--- src/rtl/vga_plot_scheduler_pkg.sv ---
// Shared screen geometry, colour constants and state encoding for the VGA plot scheduler.
// Everything that touches vga_adapter coordinates imports this package.
package vga_plot_scheduler_pkg;

    localparam int NUM_REQ  = 3;
    localparam int SCREEN_W = 160;
    localparam int SCREEN_H = 120;
    localparam int X_W      = 8;
    localparam int Y_W      = 7;
    localparam int C_W      = 3;

    localparam logic [C_W-1:0] BLACK = 3'b000;
    localparam logic [C_W-1:0] WHITE = 3'b111;
    localparam logic [C_W-1:0] RED   = 3'b100;

    typedef enum logic {
        S_SERVE = 1'b0,
        S_CLEAR = 1'b1
    } state_t;

    // True when the pixel lands on the visible screen.
    function automatic logic in_range(input logic [X_W-1:0] px, input logic [Y_W-1:0] py);
        return (px < X_W'(SCREEN_W)) && (py < Y_W'(SCREEN_H));
    endfunction

endpackage

--- src/rtl/vga_plot_scheduler_if.sv ---
// Pixel-producer request bus, clear control and registered vga_adapter write port.
// master = producers/game side, slave = scheduler.
interface vga_plot_scheduler_if
    import vga_plot_scheduler_pkg::*;
#(
    parameter int NUM_REQ = 3
);
    logic [NUM_REQ-1:0]     req;
    logic [X_W*NUM_REQ-1:0] req_x;
    logic [Y_W*NUM_REQ-1:0] req_y;
    logic [C_W*NUM_REQ-1:0] req_colour;
    logic [NUM_REQ-1:0]     gnt;

    logic                   clear_start;
    logic [C_W-1:0]         clear_colour;
    logic                   clear_busy;
    logic                   clear_done;

    logic                   plot;
    logic [X_W-1:0]         x;
    logic [Y_W-1:0]         y;
    logic [C_W-1:0]         colour;

    modport master (
        output req, req_x, req_y, req_colour, clear_start, clear_colour,
        input  gnt, clear_busy, clear_done, plot, x, y, colour
    );

    modport slave (
        input  req, req_x, req_y, req_colour, clear_start, clear_colour,
        output gnt, clear_busy, clear_done, plot, x, y, colour
    );

endinterface

--- src/rtl/vga_plot_scheduler_rr_arbiter.sv ---
// Combinational round-robin arbiter: grants the first set req after ptr, wrapping at N-1.
// Zero latency; enable=0 forces no grant. The pointer register lives in the caller.
module rr_arbiter #(
    parameter int N     = 3,
    parameter int IDX_W = (N > 1) ? $clog2(N) : 1
) (
    input  logic [N-1:0]     req,
    input  logic [IDX_W-1:0] ptr,
    input  logic             enable,
    output logic [N-1:0]     gnt,
    output logic [IDX_W-1:0] idx
);

    logic [IDX_W-1:0] cand;
    logic             found;

    always_comb begin
        gnt   = '0;
        idx   = '0;
        found = 1'b0;
        cand  = (ptr == IDX_W'(N - 1)) ? '0 : ptr + 1'b1;
        for (int k = 0; k < N; k++) begin
            if (enable && !found && req[cand]) begin
                gnt[cand] = 1'b1;
                idx       = cand;
                found     = 1'b1;
            end
            cand = (cand == IDX_W'(N - 1)) ? '0 : cand + 1'b1;
        end
    end

endmodule

--- src/rtl/vga_plot_scheduler.sv ---
// Round-robin share of the vga_adapter write port plus a pre-emptive full-screen clear engine.
// One pixel per clk, output latency 1; producers hold req until gnt, and see no gnt during a clear.
module vga_plot_scheduler
    import vga_plot_scheduler_pkg::*;
#(
    parameter int NUM_REQ = 3
) (
    input  logic                 clk,
    input  logic                 resetn,
    vga_plot_scheduler_if.slave  bus
);

    localparam int IDX_W = (NUM_REQ > 1) ? $clog2(NUM_REQ) : 1;

    state_t           state_q, state_d;
    logic [IDX_W-1:0] ptr_q, ptr_d;
    logic [X_W-1:0]   cx_q, cx_d;
    logic [Y_W-1:0]   cy_q, cy_d;
    logic [C_W-1:0]   clr_colour_q, clr_colour_d;
    logic             plot_q, plot_d;
    logic [X_W-1:0]   x_q, x_d;
    logic [Y_W-1:0]   y_q, y_d;
    logic [C_W-1:0]   colour_q, colour_d;
    logic             clear_busy_q, clear_busy_d;
    logic             clear_done_q, clear_done_d;

    logic               arb_en;
    logic [NUM_REQ-1:0] gnt;
    logic [IDX_W-1:0]   gnt_idx;
    logic [X_W-1:0]     sel_x;
    logic [Y_W-1:0]     sel_y;
    logic [C_W-1:0]     sel_colour;
    logic               last_clear_px;

    // A pending clear_start wins over every producer in the same cycle.
    assign arb_en = resetn && (state_q == S_SERVE) && !bus.clear_start;

    rr_arbiter #(
        .N     (NUM_REQ),
        .IDX_W (IDX_W)
    ) u_arb (
        .req    (bus.req),
        .ptr    (ptr_q),
        .enable (arb_en),
        .gnt    (gnt),
        .idx    (gnt_idx)
    );

    always_comb begin
        sel_x      = '0;
        sel_y      = '0;
        sel_colour = '0;
        for (int i = 0; i < NUM_REQ; i++) begin
            if (gnt[i]) begin
                sel_x      = sel_x      | bus.req_x[X_W*i +: X_W];
                sel_y      = sel_y      | bus.req_y[Y_W*i +: Y_W];
                sel_colour = sel_colour | bus.req_colour[C_W*i +: C_W];
            end
        end
    end

    // The output register holds the final clear pixel for one cycle before returning to serve.
    assign last_clear_px = (x_q == X_W'(SCREEN_W - 1)) && (y_q == Y_W'(SCREEN_H - 1));

    always_comb begin
        state_d      = state_q;
        ptr_d        = ptr_q;
        cx_d         = cx_q;
        cy_d         = cy_q;
        clr_colour_d = clr_colour_q;
        plot_d       = 1'b0;
        x_d          = x_q;
        y_d          = y_q;
        colour_d     = colour_q;
        clear_busy_d = clear_busy_q;
        clear_done_d = 1'b0;

        unique case (state_q)
            S_SERVE: begin
                if (bus.clear_start) begin
                    state_d      = S_CLEAR;
                    clr_colour_d = bus.clear_colour;
                    x_d          = '0;
                    y_d          = '0;
                    colour_d     = bus.clear_colour;
                    plot_d       = 1'b1;
                    cx_d         = X_W'(1);
                    cy_d         = '0;
                    clear_busy_d = 1'b1;
                end else if (|gnt) begin
                    ptr_d = gnt_idx;
                    // Off-screen pixels are consumed but never written.
                    if (in_range(sel_x, sel_y)) begin
                        x_d      = sel_x;
                        y_d      = sel_y;
                        colour_d = sel_colour;
                        plot_d   = 1'b1;
                    end
                end
            end
            S_CLEAR: begin
                if (last_clear_px) begin
                    state_d      = S_SERVE;
                    clear_busy_d = 1'b0;
                    clear_done_d = 1'b1;
                end else begin
                    x_d      = cx_q;
                    y_d      = cy_q;
                    colour_d = clr_colour_q;
                    plot_d   = 1'b1;
                    if (cx_q == X_W'(SCREEN_W - 1)) begin
                        cx_d = '0;
                        cy_d = (cy_q == Y_W'(SCREEN_H - 1)) ? '0 : cy_q + 1'b1;
                    end else begin
                        cx_d = cx_q + 1'b1;
                    end
                end
            end
            default: state_d = S_SERVE;
        endcase
    end

    always_ff @(posedge clk) begin
        if (!resetn) begin
            state_q      <= S_SERVE;
            ptr_q        <= IDX_W'(NUM_REQ - 1);
            cx_q         <= '0;
            cy_q         <= '0;
            clr_colour_q <= '0;
            plot_q       <= 1'b0;
            x_q          <= '0;
            y_q          <= '0;
            colour_q     <= '0;
            clear_busy_q <= 1'b0;
            clear_done_q <= 1'b0;
        end else begin
            state_q      <= state_d;
            ptr_q        <= ptr_d;
            cx_q         <= cx_d;
            cy_q         <= cy_d;
            clr_colour_q <= clr_colour_d;
            plot_q       <= plot_d;
            x_q          <= x_d;
            y_q          <= y_d;
            colour_q     <= colour_d;
            clear_busy_q <= clear_busy_d;
            clear_done_q <= clear_done_d;
        end
    end

    assign bus.gnt        = gnt;
    assign bus.plot       = plot_q;
    assign bus.x          = x_q;
    assign bus.y          = y_q;
    assign bus.colour     = colour_q;
    assign bus.clear_busy = clear_busy_q;
    assign bus.clear_done = clear_done_q;

endmodule

--- src/flat_wrapper.sv ---
// flat-port wrapper written by rule: the top's interface ports become plain ports
module vga_plot_scheduler_flat import vga_plot_scheduler_pkg::*;
#(
    parameter int NUM_REQ = 3
)
  (clk, resetn, bus_req, bus_req_x, bus_req_y, bus_req_colour, bus_clear_start, bus_clear_colour, bus_gnt, bus_clear_busy, bus_clear_done, bus_plot, bus_x, bus_y, bus_colour);
  vga_plot_scheduler_if #(.NUM_REQ(NUM_REQ)) bus_i ();
  input  logic clk;
  input  logic resetn;
  input wire logic [$bits(bus_i.req)-1:0] bus_req;
  input wire logic [$bits(bus_i.req_x)-1:0] bus_req_x;
  input wire logic [$bits(bus_i.req_y)-1:0] bus_req_y;
  input wire logic [$bits(bus_i.req_colour)-1:0] bus_req_colour;
  input wire logic [$bits(bus_i.clear_start)-1:0] bus_clear_start;
  input wire logic [$bits(bus_i.clear_colour)-1:0] bus_clear_colour;
  output wire logic [$bits(bus_i.gnt)-1:0] bus_gnt;
  output wire logic [$bits(bus_i.clear_busy)-1:0] bus_clear_busy;
  output wire logic [$bits(bus_i.clear_done)-1:0] bus_clear_done;
  output wire logic [$bits(bus_i.plot)-1:0] bus_plot;
  output wire logic [$bits(bus_i.x)-1:0] bus_x;
  output wire logic [$bits(bus_i.y)-1:0] bus_y;
  output wire logic [$bits(bus_i.colour)-1:0] bus_colour;
  assign bus_i.req = bus_req;
  assign bus_i.req_x = bus_req_x;
  assign bus_i.req_y = bus_req_y;
  assign bus_i.req_colour = bus_req_colour;
  assign bus_i.clear_start = bus_clear_start;
  assign bus_i.clear_colour = bus_clear_colour;
  assign bus_gnt = bus_i.gnt;
  assign bus_clear_busy = bus_i.clear_busy;
  assign bus_clear_done = bus_i.clear_done;
  assign bus_plot = bus_i.plot;
  assign bus_x = bus_i.x;
  assign bus_y = bus_i.y;
  assign bus_colour = bus_i.colour;
  vga_plot_scheduler #(.NUM_REQ(NUM_REQ)) u_core (.clk(clk), .resetn(resetn), .bus(bus_i));
endmodule
--- config.mk ---
export PLATFORM = sky130hd
export DESIGN_NAME = vga_plot_scheduler_flat
export DESIGN_NICKNAME = d
export VERILOG_FILES = /design/src/rtl/vga_plot_scheduler_pkg.sv /design/src/rtl/vga_plot_scheduler_if.sv /design/src/rtl/vga_plot_scheduler_rr_arbiter.sv /design/src/rtl/vga_plot_scheduler.sv /design/src/flat_wrapper.sv
export SDC_FILE = /design/constraint.sdc
export NUM_CORES = 1
export LEC_CHECK = 0
export ABC_CLOCK_PERIOD_IN_PS = 3100
export CAP_MARGIN = 15
export CORE_MARGIN = 2
export CORE_UTILIZATION = 55
export CTS_BUF_LIST = sky130_fd_sc_hd__clkbuf_8 sky130_fd_sc_hd__clkbuf_16
export CTS_CLUSTER_SIZE = 40
export DETAILED_ROUTE_END_ITERATION = 10
export DONT_BUFFER_PORTS = 1
export GPL_TIMING_DRIVEN = 0
export HOLD_SLACK_MARGIN = 0.15
export PLACE_DENSITY = 0.8
export SLEW_MARGIN = 40
export SYNTH_ARGS = -nofsm -noshare
export SYNTH_HDL_FRONTEND = slang
export SYNTH_HIERARCHICAL = 1
export SYNTH_SLANG_ARGS = --single-unit
--- constraint.sdc ---
create_clock -name clk -period 3.1 [get_ports clk]
set_clock_uncertainty 0.1 [all_clocks]
set_input_delay 0.62 -clock clk [delete_from_list [all_inputs] [get_ports clk]]
set_output_delay 0.62 -clock clk [all_outputs]
set_load 0.02 [all_outputs]
==> results, run 1 <==
- For this run, the total global-route usage over all layers was measured as 0.3000.
- During synthesis, Yosys emitted a total of 6 warnings.
- Synthesis produced 277 cells.
- The power density over the cells is 459.0 nW/um^2.
- For this configuration, the core starts out at a cell density of 0.5680.
- The final worst slack is -0.02637 ns.
- For this run, the register share of the synthesized area comes to 0.3700.
- Detailed routing placed a total of 418 um of wire on met3.
- The global-route wire length before repair is 10280 um.
- The tightest min-delay check is of the input port to register type.
- Of the total power, the share spent switching nets is 0.2805.
- The number of slew-limit violations in the final report came to 0.
- The post-route standard cell area excluding fillers is 2661 sq um.
- The area growth from synthesis to layout is 17.13%.
- The number of different library cells used by synthesis comes to 48.
- CTS built an H-tree with a depth of 2.
- The later pin in the worst-skew pair is clocked with a latency of 0.30 ns.
- The count of nets after finishing is 368.
- The data required time at the worst endpoint is 3.17 ns.
- The highest metal layer with signal wires is met4.
- The floorplan step defined a die boundary enclosing 4661 sq um.
- In this run the standard cell core region covers 4000 sq um.
- Traced cell by cell, the critical path runs through buf_6 > inv_2 > nand2_1 > buf_4 > nor2_4 > and3_4 > buf_4 > a222oi_1 > buf_4 > nor4_4 > o31ai_4 > and2_4 > buf_6 > buf_6 > a22oi_1.
- The share of total power dissipated in combinational logic is 0.144.
- STA classifies the critical path startpoint as a register.
- The maximum fanout along the worst path is 10.
- The final HPWL from detailed placement is 4716 um.
- The maximum clock frequency is 319.9 MHz.
- In the routed layout, each cell is associated on average with a via count of 6.766.
- After detailed routing, the number of remaining DRC violations is 0.
- The final period utilization is 1.009.
- The time the worst path needs with I/O delays and setup is 3.126 ns.
- The worst-path cell with the longest stage delay is a222oi_1.
- The I/O pin total is 87.
- In this run the critical register-to-register path is launched from u_core/state_q.
- The slew at the pin with the worst max-slew slack is 0.6013 ns.
- The register share of total power is 0.504.
- Summing all placed instances gives a cell area of 2347 sq um.
- Entering global routing, the biggest net connects 14 pins.
- In the final routed layout, each cell accounts on average for 18.98 um.
- Dividing the synthesized area by the synthesized cell count gives 8.203 sq um.
- For this block, the initial DRC count from the detailed router was 252.
- The net count after synthesis is 342.
- The met2 wirelength from detailed routing is 3254 um.
- The number of storage elements in the synthesis netlist is 42.
- After global routing the overflow that remains totals 0.
- The final-report hold violation count came to 0.
- The share of Yosys cell area claimed by the top area cell type is 0.3700.
- The total power is 1.222 mW.
- The maximum clock insertion buffer count is 2.
- By area the synthesized netlist is led by dfxtp_1 37%, a21oi_1 8.6%, a222oi_1 7.9%.
- For this run, the detailed router's first-pass iteration total came to 6.
- The horizontal extent of the die is 68.28 um.
- TritonCTS created 5 clock buffers.
- The reported net switching power is 0.3426 mW.
- By startpoint and endpoint, the worst setup path is classified as register to register.
- Port buffering added 0 buffers.
- On the worst path, the slowest cell contributes a delay of 0.43 ns.
- After floorplanning, the core was divided into 23 placement rows.
- The worst setup slack after placement is -0.4887 ns.
- The final reports fail on setup timing.
- In this run the most critical hold path is launched from bus_clear_colour[0].
- The CTS tree is built.
- The tool flagged a number of max-cap violations equal to 0.
- The cell taking the most area after synthesis is dfxtp_1.
- The number of hold-repair buffers added at the cts stage is 0.
- The run finished, with violations left.
- In this run the static leakage power is 0.9866 nW.
- The launch point of the critical path is u_core/state_q.
- The placer's final routability congestion estimate is 0.9147.
- In the final routing, the length of wire on met1 measures 2785 um.
- The element type at the critical path end is a register.
- The part of the power in the clock network is 0.352.
- The worst vdd rail ir drop is 0.2885 mV.
- The via count of the first global-routing pass is 2218.
- The internal portion of the total power is 0.8789 mW.
- Measured along the y axis, the die boundary spans 68.28 um.
- Data on the critical path arrives at its endpoint at 3.20 ns.
- In this run the tightest slew margin relative to its limit is 0.5961.
- The cell area that synthesis handed to floorplanning was 2272 sq um.
- The number of antenna violations at the first check in global routing is 0.
- The core occupancy in the finished layout is 0.6653.
- The total number of clock tree sinks is 42.
- The library cell used as clock root buffer is clkbuf_8.
- The clock slew seen by the registers of the worst setup and hold paths is 0.09 ns.
- In the final layout, the share of cells above drive strength 1 is 0.1842.
- The detailed-route via count is 2395.
- The count of nets left with antenna violations once routing finished came out at 0.
- The diode insertion count for antenna repair is 0.
- For this block, the routed nets add up to 6718 um of wire.
- The final setup violation count is 10.
-- per-stage QoR --
step	hold slack, ns	std cells	TNS [ns]
4_1_cts	0.3417	348	0
6_report	0.3419	354	-0.2127
5_1_grt	0.3524	354	-1.166
2_1_floorplan	0.3367	277	0
3_5_place_dp	0.3480	327	-7.859
3_3_place_gp	0.3424	327	-6.919
-- layout make-up --
class                   instances  area (sq um)
clock buffers                   5         68.82
flip-flops and latches         42         842.1
multi-input cells             212          1371
repair buffers                 19         142.6
well taps                      50         62.56
clock inverters                 3         40.04
plain buffers                  18         115.1
inverters                       5         18.77
fillers                       352          1339
-- what timing repair did --
item	in CTS	in global routing
gates resized for setup	10	13
setup buffers	13	6
endpoints found under the hold margin	0	0
endpoints found under the setup margin	19	19
pin swaps	5	8
-- worst max-delay path, delay by kind of cell (launching register included) --
family / cells / cell delay, ns
AOI/OAI and AO/OA: 3 / 0.85
buffers and inverters: 7 / 1.06
DFF: 1 / 0.38
and+or+nand+nor: 5 / 0.60
-- per-layer routing --
metal | vias to the layer above | track usage
met4 | 0 | 0.1475
met1 | 1136 | 0.3706
met3 | 23 | 0.05757
met2 | 107 | 0.4976
li1 | 1129 | -
met5 | - | 0
-- sequential cells by signal (all words and copies together) (netlist names) --
name                   cells
u_core/cy_q                7
u_core/cx_q                8
u_core/bus.clear_done      1
u_core/state_q             1
u_core/bus.plot            1
u_core/ptr_q               2
u_core/bus.clear_busy      1
u_core/bus.x               8
u_core/bus.colour          3
u_core/bus.y               7
u_core/clr_colour_q        3
-- cell usage after synthesis (all sizes together) --
master	number
o22ai	2
nor3	5
xnor2	1
o21ai	8
nand2	31
nor4	3
ha	2
o41a	1
and2	4
o31ai	2
a21oi	40
a21o	1
o41ai	1
o21a	1
or3	4
clkbuf	10
a311oi	3
nor2	29
a222oi	18
xor2	2
nand4	2
buf	8
nand2b	1
a2111oi	1
nand3b	2
a41oi	1
o211a	5
and3	7
nor2b	2
o211ai	1
a31oi	2
or3b	1
dfxtp	42
nand3	5
inv	5
nand4b	2
and3b	1
o221a	2
a211oi	7
a22oi	12
-- kinds of logic after synthesis --
| family | count (synthesis) | synth area share |
|---|---|---|
| and+or+nand+nor | 99 | 0.2147 |
| buffers and inverters | 23 | 0.04956 |
| adders and majority gates | 2 | 0.01101 |
| DFF | 42 | 0.3700 |
| AOI/OAI and AO/OA | 108 | 0.3431 |
| xor gates and xnor gates | 3 | 0.01157 |
-- power groups by stage --
stage / Combinational, mW / Sequential [mW] / Clock, mW
6_report: 0.175 / 0.616 / 0.430
5_1_grt: 0.189 / 0.620 / 0.459
4_1_cts: 0.161 / 0.615 / 0.435
3_5_place_dp: 0.143 / 0.628 / 0
3_3_place_gp: 0.140 / 0.627 / 0
2_1_floorplan: 0.113 / 0.621 / 0
-- final timing paths --
path                                  to  slack [ns]  cells past startpoint
setup / recovery         u_core/bus.x[4]       -0.03                     15
setup reg to reg         u_core/bus.x[4]       -0.03                     15
hold / removal    u_core/clr_colour_q[0]        0.34                      2
hold reg to reg   u_core/clr_colour_q[1]        0.36                      2
-- layout by cell type, fill, tap and decap left out, types with 3 or more instances in the layout --
cell type,n
a222oi_1,18
a21oi_1,38
a22oi_1,12
a211oi_1,7
nand2_1,31
clkbuf_8,5
nand3_1,5
dfxtp_1,41
nor2_1,27
and2_1,3
buf_4,23
nor3_1,5
or3_1,4
o21ai_0,8
o211a_1,4
inv_1,4
a311oi_1,3
clkbuf_1,6
buf_6,4
and3_1,4
No activity file was read; power rests on OpenSTA's default activity.
==> inputs of run 2 (changes only) <==
- CORE_UTILIZATION: 55 -> 57
- PLACE_DENSITY: 0.8 -> 0.82
==> run 2 against run 1 <==
Compared with the run above:
- the flow now finishes without violations
- design area shrank 3.6%
- worst setup slack gained 0.11 ns
- routed wire length grew 3.1%
- first-iteration DRC count grew 30%
- combinational power shrank 6%
- clock-buffer cell count grew 1
- die area shrank 3.3%
- worst hold slack gained 0.018 ns
- clock power shrank 16%
- final cell count shrank 3.4%
- sequential share of layout area grew 1.2 points
- critical path type is now input port to register
- highest routed layer unchanged
==> results, run 2 (synthesis results as in run 1) <==
- The placer's final routability congestion estimate is 0.9970 (+9.0%).
- The worst setup path is launched from an input port.
- The combinational share of power is 0.144 (about the same).
- The iteration-0 DRC count of the detailed router is 328 (+30%).
- The maximum clock frequency is 331.3 MHz (+3.6%).
- The number of detailed-route iterations in the first pass came to 11 (+5).
- The part of the power in the clock network was 0.316 (-0.036).
- The final HPWL from detailed placement is 4848 um (+2.8%).
- The fraction of final layout cells sized beyond drive strength 1 was 0.1531 (-0.03115).
- The post-detailed-route count of antenna-violating nets is 0 (unchanged).
- The TritonCTS buffer count is 5 (unchanged).
- The logic depth of the worst register-to-register path is 18 (+3).
- The area of the die is 4507 sq um (-3.3%).
- The final-report hold violation count is 0 (unchanged).
- The run finished with clean final reports.
- The number of slew-limit violations in the final report is 0 (unchanged).
- The worst-case headroom to the max-slew limit came to 0.5737 (-0.02233).
- The detailed-route wire length came to 6926 um (+3.1%).
- The clock slew seen by the registers of the worst setup and hold paths was 0.08 ns (about the same).
- The root buffer cell chosen for the clock tree is clkbuf_8.
- In this run the critical register-to-register path is captured at u_core/bus.x[5].
- The area of the placeable core came to 3744 sq um (-6.4%).
- The clock latency on the worst-skew pair is 0.29 ns (about the same).
- The register area is 842.1 sq um (unchanged).
- The initial core utilization was 0.6070 (+0.03892).
- The final setup violation count came to 0 (-10).
- The detailed-route via count is 2434 (+1.6%).
- The worst reg-to-reg setup slack is 0.09 ns (+0.12 ns).
- The core occupancy in the finished layout is 0.6852 (+0.01985).
- The global-route wire length before repair is 10610 um (+3.2%).
- The I/O pin total was 87 (unchanged).
- The largest net degree at the start of global routing is 13 (-1).
- The maximum clock insertion buffer count was 2 (unchanged).
- The number of antenna violations at the first check in global routing is 0 (unchanged).
- The leakage power is 0.9245 nW (-6.3%).
- The time the worst path needs with I/O delays and setup came to 3.018 ns (-0.1081 ns).
- The register share of total power was 0.540 (+0.036).
- The via count of the first global-routing pass is 2200 (-0.81%).
- The share of total power consumed by net switching is 0.2912 (+0.01078).
- STA classifies the critical path endpoint as a register.
- The CTS tree is built.
- Tracing the worst setup path back leads to its startpoint at resetn.
- The total number of clock tree sinks was 42 (unchanged).
- The reported net switching power is 0.3323 mW (-3.0%).
- The total power is 1.141 mW (-6.6%).
- The worst hold margin was 0.3602 ns (+0.01825 ns).
- The type of the tightest min-delay check is register to register.
- The top cell types in the final layout, fill and taps aside, are 41 x dfxtp_1, 37 x a21oi_1, 31 x nand2_1.
- The worst register-to-register path begins at u_core/state_q.
- The horizontal extent of the die is 67.14 um (-1.7%).
- The data required time at the worst endpoint is 3.21 ns (+0.04 ns).
- The power density over the cells came to 444.9 nW/um^2 (-3.1%).
- The number of hold-repair buffers added at the cts stage was 0 (unchanged).
- The number of DRC violations after detailed routing is 0 (unchanged).
- The slew at the pin with the worst max-slew slack is 0.6233 ns (+0.02200 ns).
- From synthesis to final layout, the design area changed by 12.89%.
- The die height was 67.14 um (-1.7%).
- The count of H-tree levels built during CTS is 2 (unchanged).
- The remaining global-route overflow is 0 (unchanged).
- The total track usage is 0.3189 (+0.01894).
- The worst vdd rail ir drop came to 0.3009 mV (+4.3%).
- The count of nets after finishing is 358 (-2.7%).
- The via-per-instance ratio is 7.117 (+5.2%).
- The most common library cell in the layout ignoring fill and taps is dfxtp_1.
- The cell-internal power is 0.8088 mW (-8.0%).
- The area used by multi-input combinational logic came to 1364 sq um (-0.55%).
- The termination of the worst setup path is u_core/bus.x[5].
- The number of buffers added on ports is 0 (unchanged).
- The mean routed wirelength per cell was 20.25 um (+6.7%).
- The data arrival time of the worst path is 3.13 ns (-0.07 ns).
- The max-cap check violation count is 0 (unchanged).
- The maximum fanout along the worst path came to 10 (unchanged).
- The final period utilization is 0.9736 (-0.03488).
- The row count came to 22 (-4.3%).
- The diode insertion count for antenna repair is 0 (unchanged).
- The filler cell count in the final layout is 318 (-9.7%).
- The path type of the worst setup path is input port to register.
[run 2: routing by layer]
layer	track usage	share of wire	vias up
li1	-	-	1106
met1	0.4100	0.41	1164
met2	0.5025	0.47	137
met3	0.05667	0.070	27
met4	0.1837	0.046	0
met5	0	0	-
[run 2: critical path: stages]
cell	delay, ns
buf_2	0.20
inv_1	0.12
buf_4	0.21
nor2_4	0.17
and3_4	0.25
buf_6	0.15
a222oi_1	0.12
buf_4	0.15
buf_4	0.12
buf_4	0.13
buf_4	0.12
buf_4	0.12
buf_4	0.12
buf_4	0.11
nor2_1	0.13
a21oi_2	0.06
a211oi_1	0.23
[run 2: how the worst min path moves through the flow]
| stage | from | end | slack [ns] | cells after the start |
|---|---|---|---|---|
| floorplan | u_core/clr_colour_q[0] | u_core/clr_colour_q[0] | 0.34 | 2 |
| global placement | u_core/clr_colour_q[0] | u_core/clr_colour_q[0] | 0.34 | 2 |
| CTS | bus_clear_colour[0] | u_core/clr_colour_q[0] | 0.35 | 2 |
| detailed placement | u_core/clr_colour_q[1] | u_core/clr_colour_q[1] | 0.35 | 2 |
| finish | u_core/clr_colour_q[1] | u_core/clr_colour_q[1] | 0.36 | 2 |
| global route | bus_clear_colour[0] | u_core/clr_colour_q[0] | 0.37 | 2 |
[run 2: power by group through the flow]
stage          sequential, mW  combinational (mW)  clock (mW)
3_5_place_dp            0.628               0.143           0
3_3_place_gp            0.628               0.142           0
4_1_cts                 0.616               0.153       0.370
5_1_grt                 0.620               0.177       0.390
6_report                0.616               0.164       0.361
2_1_floorplan           0.621               0.113           0
[run 2: what timing repair did]
action	CTS	global route
endpoints found under the hold margin	0	0
pin swaps	6	4
setup endpoints to repair	19	19
setup buffers	8	1
resized for setup	6	17
[run 2: stage by stage]
step	worst slack [ns]	cell area (sq um)	std cells	setup TNS, ns
6_report	0.08176	2565	342	0
5_1_grt	-0.03486	2565	342	-0.1639
4_1_cts	0.03866	2507	341	0
3_5_place_dp	-0.5068	2345	325	-8.329
3_3_place_gp	-0.4442	2345	325	-7.099
2_1_floorplan	0.01669	2285	277	0
[run 2: area by class of cell]
type                            count  area share
Multi-Input combinational cell    212      0.5317
Sequential cell                    42      0.3283
Buffer                             18     0.04634
Clock buffer                        6     0.03220
Timing Repair Buffer                9     0.02634
Tap cell                           48     0.02341
Inverter                            5    0.008293
Clock inverter                      2    0.003415
